--- src/rtl/seq_bw_multiplier_if.sv ---
// Handshake and operand bundle for seq_bw_multiplier.
// The master side requests operations; the slave side is the multiplier.
interface seq_bw_multiplier_if #(
    parameter int M = 4,
    parameter int N = 4
);
    logic             start;
    logic             sgn;
    logic             acc_en;
    logic [M-1:0]     a;
    logic [N-1:0]     b;
    logic             busy;
    logic             done;
    logic [M+N-1:0]   p;

    modport master (
        output start, sgn, acc_en, a, b,
        input  busy, done, p
    );

    modport slave (
        input  start, sgn, acc_en, a, b,
        output busy, done, p
    );
endinterface

--- src/rtl/seq_bw_multiplier.sv ---
// Iterative Baugh-Wooley MxN multiplier, one partial-product row per clock.
// Define SEQ_BW_MUL_ACC_EN to let acc_en add each product into p.
module seq_bw_multiplier #(
    parameter int M = 4,
    parameter int N = 4
) (
    input logic                 clk,
    input logic                 rst,
    seq_bw_multiplier_if.slave  bus
);
    localparam int W  = M + N + 1;
    localparam int CW = $clog2(N);

    // Baugh-Wooley constants: -2^(M+N-1) + 2^(M-1) + 2^(N-1), split in two
    localparam logic [W-1:0] K_FIRST =
        (W'(1) << (M - 1)) + (W'(1) << (N - 1));
    localparam logic [W-1:0] K_LAST = W'(1) << (M + N - 1);

    typedef enum logic [1:0] {
        IDLE,
        RUN,
        DONE
    } state_t;

    state_t          state;
    logic [M-1:0]    a_q;
    logic [N-1:0]    b_q;
    logic            sgn_q;
    logic [W-1:0]    acc;
    logic [CW-1:0]   cnt;

    logic            first;
    logic            last;
    logic [M-1:0]    row;
    logic [W-1:0]    sum;
    logic [M+N-1:0]  prod;

    assign first = (cnt == '0);
    assign last  = (cnt == CW'(N - 1));

    always_comb begin
        row = a_q & {M{b_q[cnt]}};
        if (sgn_q) begin
            if (last) begin
                row[M-2:0] = ~row[M-2:0];
            end else begin
                row[M-1] = ~row[M-1];
            end
        end
    end

    assign sum = acc
               + (W'(row) << cnt)
               + ((sgn_q && first) ? K_FIRST : '0)
               + ((sgn_q && last) ? K_LAST : '0);

    assign prod = sum[M+N-1:0];

`ifdef SEQ_BW_MUL_ACC_EN
    logic acc_q;
`else
    logic unused_acc_en;
    assign unused_acc_en = bus.acc_en;
`endif

    always_ff @(posedge clk) begin
        if (rst) begin
            state    <= IDLE;
            bus.busy <= 1'b0;
            bus.done <= 1'b0;
            bus.p    <= '0;
            cnt      <= '0;
            a_q      <= '0;
            b_q      <= '0;
            sgn_q    <= 1'b0;
            acc      <= '0;
`ifdef SEQ_BW_MUL_ACC_EN
            acc_q    <= 1'b0;
`endif
        end else begin
            unique case (state)
                IDLE, DONE: begin
                    bus.done <= 1'b0;
                    if (bus.start) begin
                        a_q      <= bus.a;
                        b_q      <= bus.b;
                        sgn_q    <= bus.sgn;
`ifdef SEQ_BW_MUL_ACC_EN
                        acc_q    <= bus.acc_en;
`endif
                        acc      <= '0;
                        cnt      <= '0;
                        bus.busy <= 1'b1;
                        state    <= RUN;
                    end else begin
                        state <= IDLE;
                    end
                end
                RUN: begin
                    acc <= sum;
                    cnt <= cnt + CW'(1);
                    if (last) begin
                        cnt      <= '0;
                        bus.busy <= 1'b0;
                        bus.done <= 1'b1;
                        state    <= DONE;
`ifdef SEQ_BW_MUL_ACC_EN
                        bus.p <= acc_q ? bus.p + prod : prod;
`else
                        bus.p <= prod;
`endif
                    end
                end
                default: state <= IDLE;
            endcase
        end
    end
endmodule

--- src/flat_wrapper.sv ---
// flat-port wrapper written by rule: the top's interface ports become plain ports
module seq_bw_multiplier_flat 
#(
    parameter int M = 4,
    parameter int N = 4
)
  (clk, rst, bus_start, bus_sgn, bus_acc_en, bus_a, bus_b, bus_busy, bus_done, bus_p);
  seq_bw_multiplier_if #(.M(M), .N(N)) bus_i ();
  input logic clk;
  input logic rst;
  input wire logic [$bits(bus_i.start)-1:0] bus_start;
  input wire logic [$bits(bus_i.sgn)-1:0] bus_sgn;
  input wire logic [$bits(bus_i.acc_en)-1:0] bus_acc_en;
  input wire logic [$bits(bus_i.a)-1:0] bus_a;
  input wire logic [$bits(bus_i.b)-1:0] bus_b;
  output wire logic [$bits(bus_i.busy)-1:0] bus_busy;
  output wire logic [$bits(bus_i.done)-1:0] bus_done;
  output wire logic [$bits(bus_i.p)-1:0] bus_p;
  assign bus_i.start = bus_start;
  assign bus_i.sgn = bus_sgn;
  assign bus_i.acc_en = bus_acc_en;
  assign bus_i.a = bus_a;
  assign bus_i.b = bus_b;
  assign bus_busy = bus_i.busy;
  assign bus_done = bus_i.done;
  assign bus_p = bus_i.p;
  seq_bw_multiplier #(.M(M), .N(N)) u_core (.clk(clk), .rst(rst), .bus(bus_i));
endmodule
--- config.mk ---
export PLATFORM = sky130hd
export DESIGN_NAME = seq_bw_multiplier_flat
export DESIGN_NICKNAME = d
export VERILOG_FILES = /design/src/rtl/seq_bw_multiplier_if.sv /design/src/rtl/seq_bw_multiplier.sv /design/src/flat_wrapper.sv
export SDC_FILE = /design/constraint.sdc
export NUM_CORES = 1
export LEC_CHECK = 0
export CORE_MARGIN = 8
export CORE_UTILIZATION = 35
export DETAILED_ROUTE_END_ITERATION = 16
export GPL_TIMING_DRIVEN = 0
export PLACE_DENSITY = 0.59
export SLEW_MARGIN = 20
export SYNTH_ARGS = -nofsm -noshare
export SYNTH_HDL_FRONTEND = slang
export SYNTH_SLANG_ARGS = --single-unit
--- constraint.sdc ---
create_clock -name clk -period 4.22 [get_ports clk]
set_input_delay 0.633 -clock clk [delete_from_list [all_inputs] [get_ports clk]]
set_output_delay 0.633 -clock clk [all_outputs]
set_load 0.01 [all_outputs]
==> results of run 1 <==
==> registers in the layout, summed over array words and instances (netlist names) <==
name and count:
u_core.bus.busy 1, u_core.sgn_q 1, u_core.acc 8, u_core.b_q 4, u_core.bus.p 8, u_core.state 2, u_core.bus.done 1, u_core.a_q 4
u_core.cnt 2
==> layout make-up <==
| class | instances | area (µm²) | area share, % |
|---|---|---|---|
| clock buffer | 6 | 82.6 | 3.79 |
| buffer | 12 | 62.6 | 2.87 |
| inverter | 7 | 26.3 | 1.21 |
| tap | 70 | 87.6 | 4.02 |
| clock inverter | 1 | 5.00 | 0.230 |
| multi-input combinational | 168 | 1090 | 50.2 |
| sequential | 31 | 621 | 28.5 |
| timing repair buffer | 20 | 200 | 9.18 |
==> worst max-delay path: cells and delay by family, from the launching register on <==
| kind | cells | cell delay, ns |
|---|---|---|
| AO/OA/AOI/OAI | 5 | 1.36 |
| adder cells (fa/ha/maj) | 3 | 0.83 |
| buffers and inverters | 1 | 0.17 |
| flip-flops | 1 | 0.43 |
| AND/OR/NAND/NOR | 3 | 0.64 |
==> stage by stage <==
step / setup WS, ns / hold WS [ns] / util [%] / instance area [µm²] / total power (µW)
2_1_floorplan: 1.15 / 0.446 / - / 1800 / 373
3_3_place_gp: 0.771 / 0.444 / 41.5 / 2090 / 403
3_5_place_dp: 0.698 / 0.446 / 41.5 / 2090 / 402
4_1_cts: 0.648 / 0.456 / 43.2 / 2180 / 649
5_1_grt: 0.390 / 0.482 / 43.2 / 2180 / 666
6_report: 0.676 / 0.454 / 43.2 / 2180 / 640
==> per-layer routing <==
| layer | global-route usage, % | routed length, µm | vias to the layer above |
|---|---|---|---|
| met3 | 3.47 | 194 | 9 |
| li1 | - | - | 820 |
| met5 | 0 | 0 | - |
| met1 | 16.0 | 2180 | 735 |
| met2 | 17.9 | 1850 | 33 |
| met4 | 5.94 | 108 | 0 |
==> cells in the mapped netlist (all sizes together), types with 3 or more instances <==
| master | instances |
|---|---|
| a22oi | 4 |
| inv | 7 |
| nor3 | 7 |
| nor2 | 20 |
| a211o | 4 |
| buf | 5 |
| clkbuf | 7 |
| dfxtp | 31 |
| xnor2 | 6 |
| ha | 14 |
| a21oi | 21 |
| a32oi | 3 |
| and3 | 3 |
| xor2 | 3 |
| nor2b | 3 |
| o21a | 3 |
| nand3b | 3 |
| nand2 | 40 |
| nand2b | 4 |
==> where the power goes <==
group	internal (µW)	switching, µW	leakage [µW]	total (µW)
clock network	128	116	0.0000470	244
logic	36.7	49.6	0.000591	86.3
registers	302	8.00	0.000252	310
==> cell families (layout without fill, tap and decap cells) <==
family                   after synthesis  in the layout  synth area share, %
AO/OA/AOI/OAI                         51             51                 20.1
XOR/XNOR                               9              9                 4.37
adder cells (fa/ha/maj)               16             16                 11.9
buffers and inverters                 19             46                 4.92
flip-flops                            31             31                 34.4
multiplexers                           2              2                 1.25
AND/OR/NAND/NOR                       90             90                 23.0
==> worst paths after layout <==
| path | depth (start not counted) | from | endpoint | slack, ns |
|---|---|---|---|---|
| worst min-delay path | 2 | u_core.bus.p[1]$_SDFFE_PP0P_ | u_core.bus.p[1]$_SDFFE_PP0P_ | 0.45 |
| worst min register to register | 2 | u_core.bus.p[1]$_SDFFE_PP0P_ | u_core.bus.p[1]$_SDFFE_PP0P_ | 0.45 |
| worst max-delay path | 12 | u_core.cnt[1]$_SDFFE_PP0P_ | u_core.acc[6]$_SDFFE_PP0P_ | 0.68 |
| worst max register to register | 12 | u_core.cnt[1]$_SDFFE_PP0P_ | u_core.acc[6]$_SDFFE_PP0P_ | 0.68 |
==> results by group, run 1 <==
Final layout
  – Area grow syn2layout: 20.8%
  – Commonest non-fill, non-tap cell in the layout: nand2_1
  – Most frequent cells in the layout: nand2_1 (40), dfxtp_1 (31), a21oi_1 (21), nor2_1 (20), clkdlybuf4s50_1 (20)
  – Final nets: 274
  – Share of cells above drive strength 1: 8.98%
  – Fill count: 509
  – Layout Cells excl Fill: approximately 320
  – Ant. Diodes: 0

Pwr
  – Maximum VDD drop: 0.000166 V
  – Cell area power density: 294 mW/mm²
  – Leak Pwr: between 0.0008 and 0.0009 µW

Placed design
  – Placed Cells: 308
  – Port buffer count: 20
  – Placer Congestion: 0.821
  – Post-DP HPWL: 3140 µm

Global routing
  – Initial antenna violation count: 0
  – Tot GR Track Use: 12.3%
  – First-pass GRT wire length: 7270 µm
  – Largest net degree at the start of global routing: 11
  – Congestion Overflow GR: 0
  – Vias in the first global route: 1,496

Drt
  – Vias/cell: 5.07
  – Antenna-violating nets left: 0
  – Detailed Routing Iterations Pass 1: 4
  – Residual DRC: 0
  – Per-cell routed wire length: 13.8 µm
  – Via count: ~1,600
  – Routed WL: between 4000 and 5000 µm
  – Starting DRT DRC Count: 91

Timing
  – Slew Limit Headroom: 56.7%
  – Setup TNS: 0 ns
  – Clk_skew: 0.00841 ns
  – Final worst-path cycle share: 84.0%
  – Final Setup Violations: 0
  – Max Fclk: 0.282 GHz
  – Unrepaired setup endpoints after global routing: false
  – Fin crit period: 3.54 ns
  – Endpoints failing hold: 0
  – Slew Limit Fails: 0
  – Worst Max-Slew Pin Slew: 0.647 ns

CTS
  – CTS tree: done
  – Cts hold-fix bufs: 0
  – Post-CTS Setup Bufs: 0
  – Clock Sinks: 31
  – Total CTS buffers: 5
  – Clock insertion delay at the later pin of the skew report: 0.29 ns
  – Reg clk slew, reported paths: roughly 0.07 ns
  – Gates resized, CTS repair: 0
  – H-tree levels: 2
  – Clk root buf: clkbuf_8
  – Clock buffer depth: 2

Logic synthesis
  – Yosys top cell area share: around a third
  – Post-synth cell types: 45
  – Synth area leader: dfxtp_1
  – Synth Flop Type: dfxtp_1
  – Cells after Synth: 218
  – Synth Net Count: 247
  – Synth Cell Area: approximately 0.0018 mm²
  – Async SR Flop Fraction: 0%
  – Yosys warns: 0
  – Sequential area share after synthesis: between 30% and 40%
  – Largest cells by area after synthesis: dfxtp_1 (34%), ha_1 (9.7%), nand2_1 (8.3%)
  – Synthesized flop and latch total: 31
  – EDFF count, synth: 0
  – Syn Area/Cell: 8.28 µm²

Outcome
  – Outcome: finished clean

Die
  – Ports: 23
  – Die area: ~0.0077 mm²
  – Core box area: 0.00504 mm²
  – Num rows: 26
  – Die H: 87.8 µm
  – Chip Width: 87.8 µm
  – Initial Util: between 30 and 40%

Job
  – Max-Cap Viols: 0

Worst setup path
  – Setup crit end kind: flip-flop
  – Startpoint Class: flip-flop
  – CP peak stage delay: 0.43 ns
  – Most frequent CP cell: ha_1
  – Slowest cell on crit path: dfxtp_1
  – CP Class: reg -> reg
  – Worst EP required: approximately 4.4 ns
  – CP Data Arrival Time: 3.74 ns
  – CP Cell Sequence: ha_1 -> buf_2 -> nand2_1 -> a21oi_1 -> nor3_1 -> a211oi_1 -> ha_1 -> ha_1 -> o21a_2 -> a2111oi_2 -> and4b_1 -> o31ai_1
  – CP max FO: 9

Worst hold path
  – Hold WC Path Type: reg -> reg
(Power assumes the default switching activity.)
==> run 2, diff against run 1 <==
--- a/config.mk
+++ b/config.mk
@@ -9,7 +9,7 @@
 export CORE_UTILIZATION = 35
 export DETAILED_ROUTE_END_ITERATION = 16
 export GPL_TIMING_DRIVEN = 0
-export PLACE_DENSITY = 0.59
+export PLACE_DENSITY = 0.61
 export SLEW_MARGIN = 20
 export SYNTH_ARGS = -nofsm -noshare
 export SYNTH_HDL_FRONTEND = slang
==> constraint.sdc (replaced) <==
create_clock -name clk -period 3.15 [get_ports clk]
set_input_delay 0.4725 -clock clk [delete_from_list [all_inputs] [get_ports clk]]
set_output_delay 0.4725 -clock clk [all_outputs]
set_load 0.01 [all_outputs]
==> run 2 against run 1 <==
Net effect: global-route usage grew 0.88 points; clock skew shrank 0.0028 ns; worst hold slack gained 0.0032 ns; sequential share of layout area down 3.0 points; fmax increased by 13%; critical path type unchanged.
==> results by group, run 2 (synthesis results as in run 1) <==
Outcome
  – Outcome: finished clean

Timing
  – Slew Limit Headroom: 58.5%
  – Slack of the critical path: 0.0198 ns
  – Unrepaired setup endpoints after global routing: true
  – Final worst-path cycle share: between 90% and 100%
  – Hold_ws: 0.457 ns
  – Final Setup Violations: 0
  – Fin crit period: 3.13 ns
  – Max Fclk: 0.319 GHz
  – Endpoints failing hold: 0
  – Worst Max-Slew Pin Slew: between 0.6 and 0.7 ns
  – Slew Limit Fails: 0
  – Clk_skew: 0.00565 ns

Worst hold path
  – Hold WC Path Type: reg -> reg
  – Hold Crit Depth: 2

Pwr
  – Maximum VDD drop: roughly 0.00026 V
  – Cell area power density: 354 mW/mm²
  – P_int: 624 µW
  – Leak Pwr: 0.000941 µW
  – Flop pwr share: 48.1%
  – Sw frac: 27.9%
  – P_sw: 242 µW
  – Clock power share: 35.1%
  – Combinational share of power: 16.7%

Drt
  – Detailed Routing Iterations Pass 1: 4
  – Starting DRT DRC Count: 106
  – Routed WL: approximately 4800 µm
  – Residual DRC: 0
  – Antenna-violating nets left: 0
  – Via count: 1,663
  – Per-cell routed wire length: 15.0 µm
  – Vias/cell: 5.18

Global routing
  – Grt peak-use layer: met2
  – Met1 Usage GRT: 16.9%
  – Met3 Track Usage GR: 2.91%
  – M2 GR Usage: 20.6%
  – First-pass GRT wire length: 7920 µm
  – Vias in the first global route: 1,644
  – Initial antenna violation count: 0
  – Largest net degree at the start of global routing: 11
  – Congestion Overflow GR: 0
  – Tot GR Track Use: 13.1%

CTS
  – Reg clk slew, reported paths: 0.07 ns
  – Total CTS buffers: 5
  – Clock Sinks: 31
  – CTS tree: done
  – Clock buffer depth: 2
  – Clock insertion delay at the later pin of the skew report: between 0.2 and 0.3 ns
  – H-tree levels: 2
  – Clk root buf: clkbuf_8

Final layout
  – Area grow syn2layout: 35.6%
  – Fin util: just under 50%
  – Fin area: 0.00245 mm²
  – Fill count: 482
  – Share of cells above drive strength 1: around a fifth
  – Commonest non-fill, non-tap cell in the layout: nand2_1
  – Largest regs: u_core.acc: 8 flops, u_core.bus.p: 8 flops
  – Ant. Diodes: 0
  – Most frequent cells in the layout: nand2_1 (39), dfxtp_1 (30), a21oi_1 (20), clkdlybuf4s50_1 (20), nor2_1 (19)
  – Final nets: approximately 280
  – Layout Cells excl Fill: 321

Placed design
  – Port buffer count: 20
  – Post-DP HPWL: 3240 µm
  – Placer Congestion: 0.846
  – DP Worst Slack: -0.390 ns
  – Dpl cell area: about 0.0021 mm²
  – Placed Cells: approximately 310

Die
  – Num rows: 26
  – Initial Util: 35.8%
  – Chip Width: around 90 µm
  – Core box area: 0.00504 mm²
  – Ports: 23
  – Die H: 87.8 µm
  – Die area: 0.00771 mm²

Worst setup path
  – Worst EP required: 3.35 ns
  – Setup crit end kind: flip-flop
  – Startpoint Class: flip-flop
  – CP max FO: 8
  – CP Data Arrival Time: 3.33 ns
  – CP Class: reg -> reg
  – Worst R2R Path Depth: 12

Job
  – Max-Cap Viols: 0
run 2: changes by cell type in the layout (fill, tap and decap cells not counted), sizes merged:
cell / change
clkbuf: +1
clkinvlp: +1
buf: +4
run 2: timing repair:
| item | 4_1_cts | 5_1_grt |
|---|---|---|
| gates resized for setup | 22 | 18 |
| gates cloned | 0 | 0 |
| hold buffers | 0 | 0 |
| pin swaps | 6 | 9 |
| buffers inserted | 2 | 3 |
| endpoints found under the setup margin | 6 | 6 |
run 2: critical path, cell delays in order (launching register included):
cell and delay [ns]:
dfxtp_4 0.37, ha_1 0.19, buf_6 0.14, nand2b_4 0.17, and3_4 0.22, nor4_4 0.28, a211oi_2 0.07, ha_1 0.35
ha_4 0.19, a211o_4 0.34, a2111oi_4 0.28, and4b_2 0.29, o31ai_2 0.16
run 2: layer usage:
metal | up-vias | share of wire (%)
met5 | - | 0
met4 | 0 | 1.2
met3 | 4 | 4.4
met2 | 39 | 46
met1 | 783 | 48
li1 | 837 | -
run 2: stage by stage:
| step | total power, µW | TNS [ns] |
|---|---|---|
| floorplan | 500 | 0 |
| global placement | 539 | -1.34 |
| detailed placement | 540 | -1.71 |
| CTS | 864 | 0 |
| global route | 912 | -0.286 |
| finish | 866 | 0 |
run 2: power by group through the flow:
stage | Combinational [µW] | Clock (µW) | Sequential [µW]
after floorplan | 78.6 | 0 | 421
after global placement | 115 | 0 | 424
after detailed placement | 116 | 0 | 424
after CTS | 135 | 313 | 416
after global routing | 160 | 334 | 418
final | 145 | 304 | 417
run 2: area by class of cell:
class	instances	area (µm²)	area share, %
Sequential cell	31	624	25.5
Buffer	12	72.6	2.97
Multi-Input combinational cell	168	1310	53.7
Timing Repair Buffer	25	238	9.71
Clock buffer	6	72.6	2.97
Clock inverter	2	12.5	0.511
Tap cell	70	87.6	3.58
Inverter	7	26.3	1.07
run 2: path summary, 6_finish.rpt:
kind / endpoint / slack, ns / start
min reg2reg: u_core.bus.p[2]$_SDFFE_PP0P_ / 0.46 / u_core.bus.p[2]$_SDFFE_PP0P_
max reg2reg: u_core.acc[6]$_SDFFE_PP0P_ / 0.02 / u_core.cnt[1]$_SDFFE_PP0P_
min: u_core.bus.p[2]$_SDFFE_PP0P_ / 0.46 / u_core.bus.p[2]$_SDFFE_PP0P_
max: u_core.acc[6]$_SDFFE_PP0P_ / 0.02 / u_core.cnt[1]$_SDFFE_PP0P_
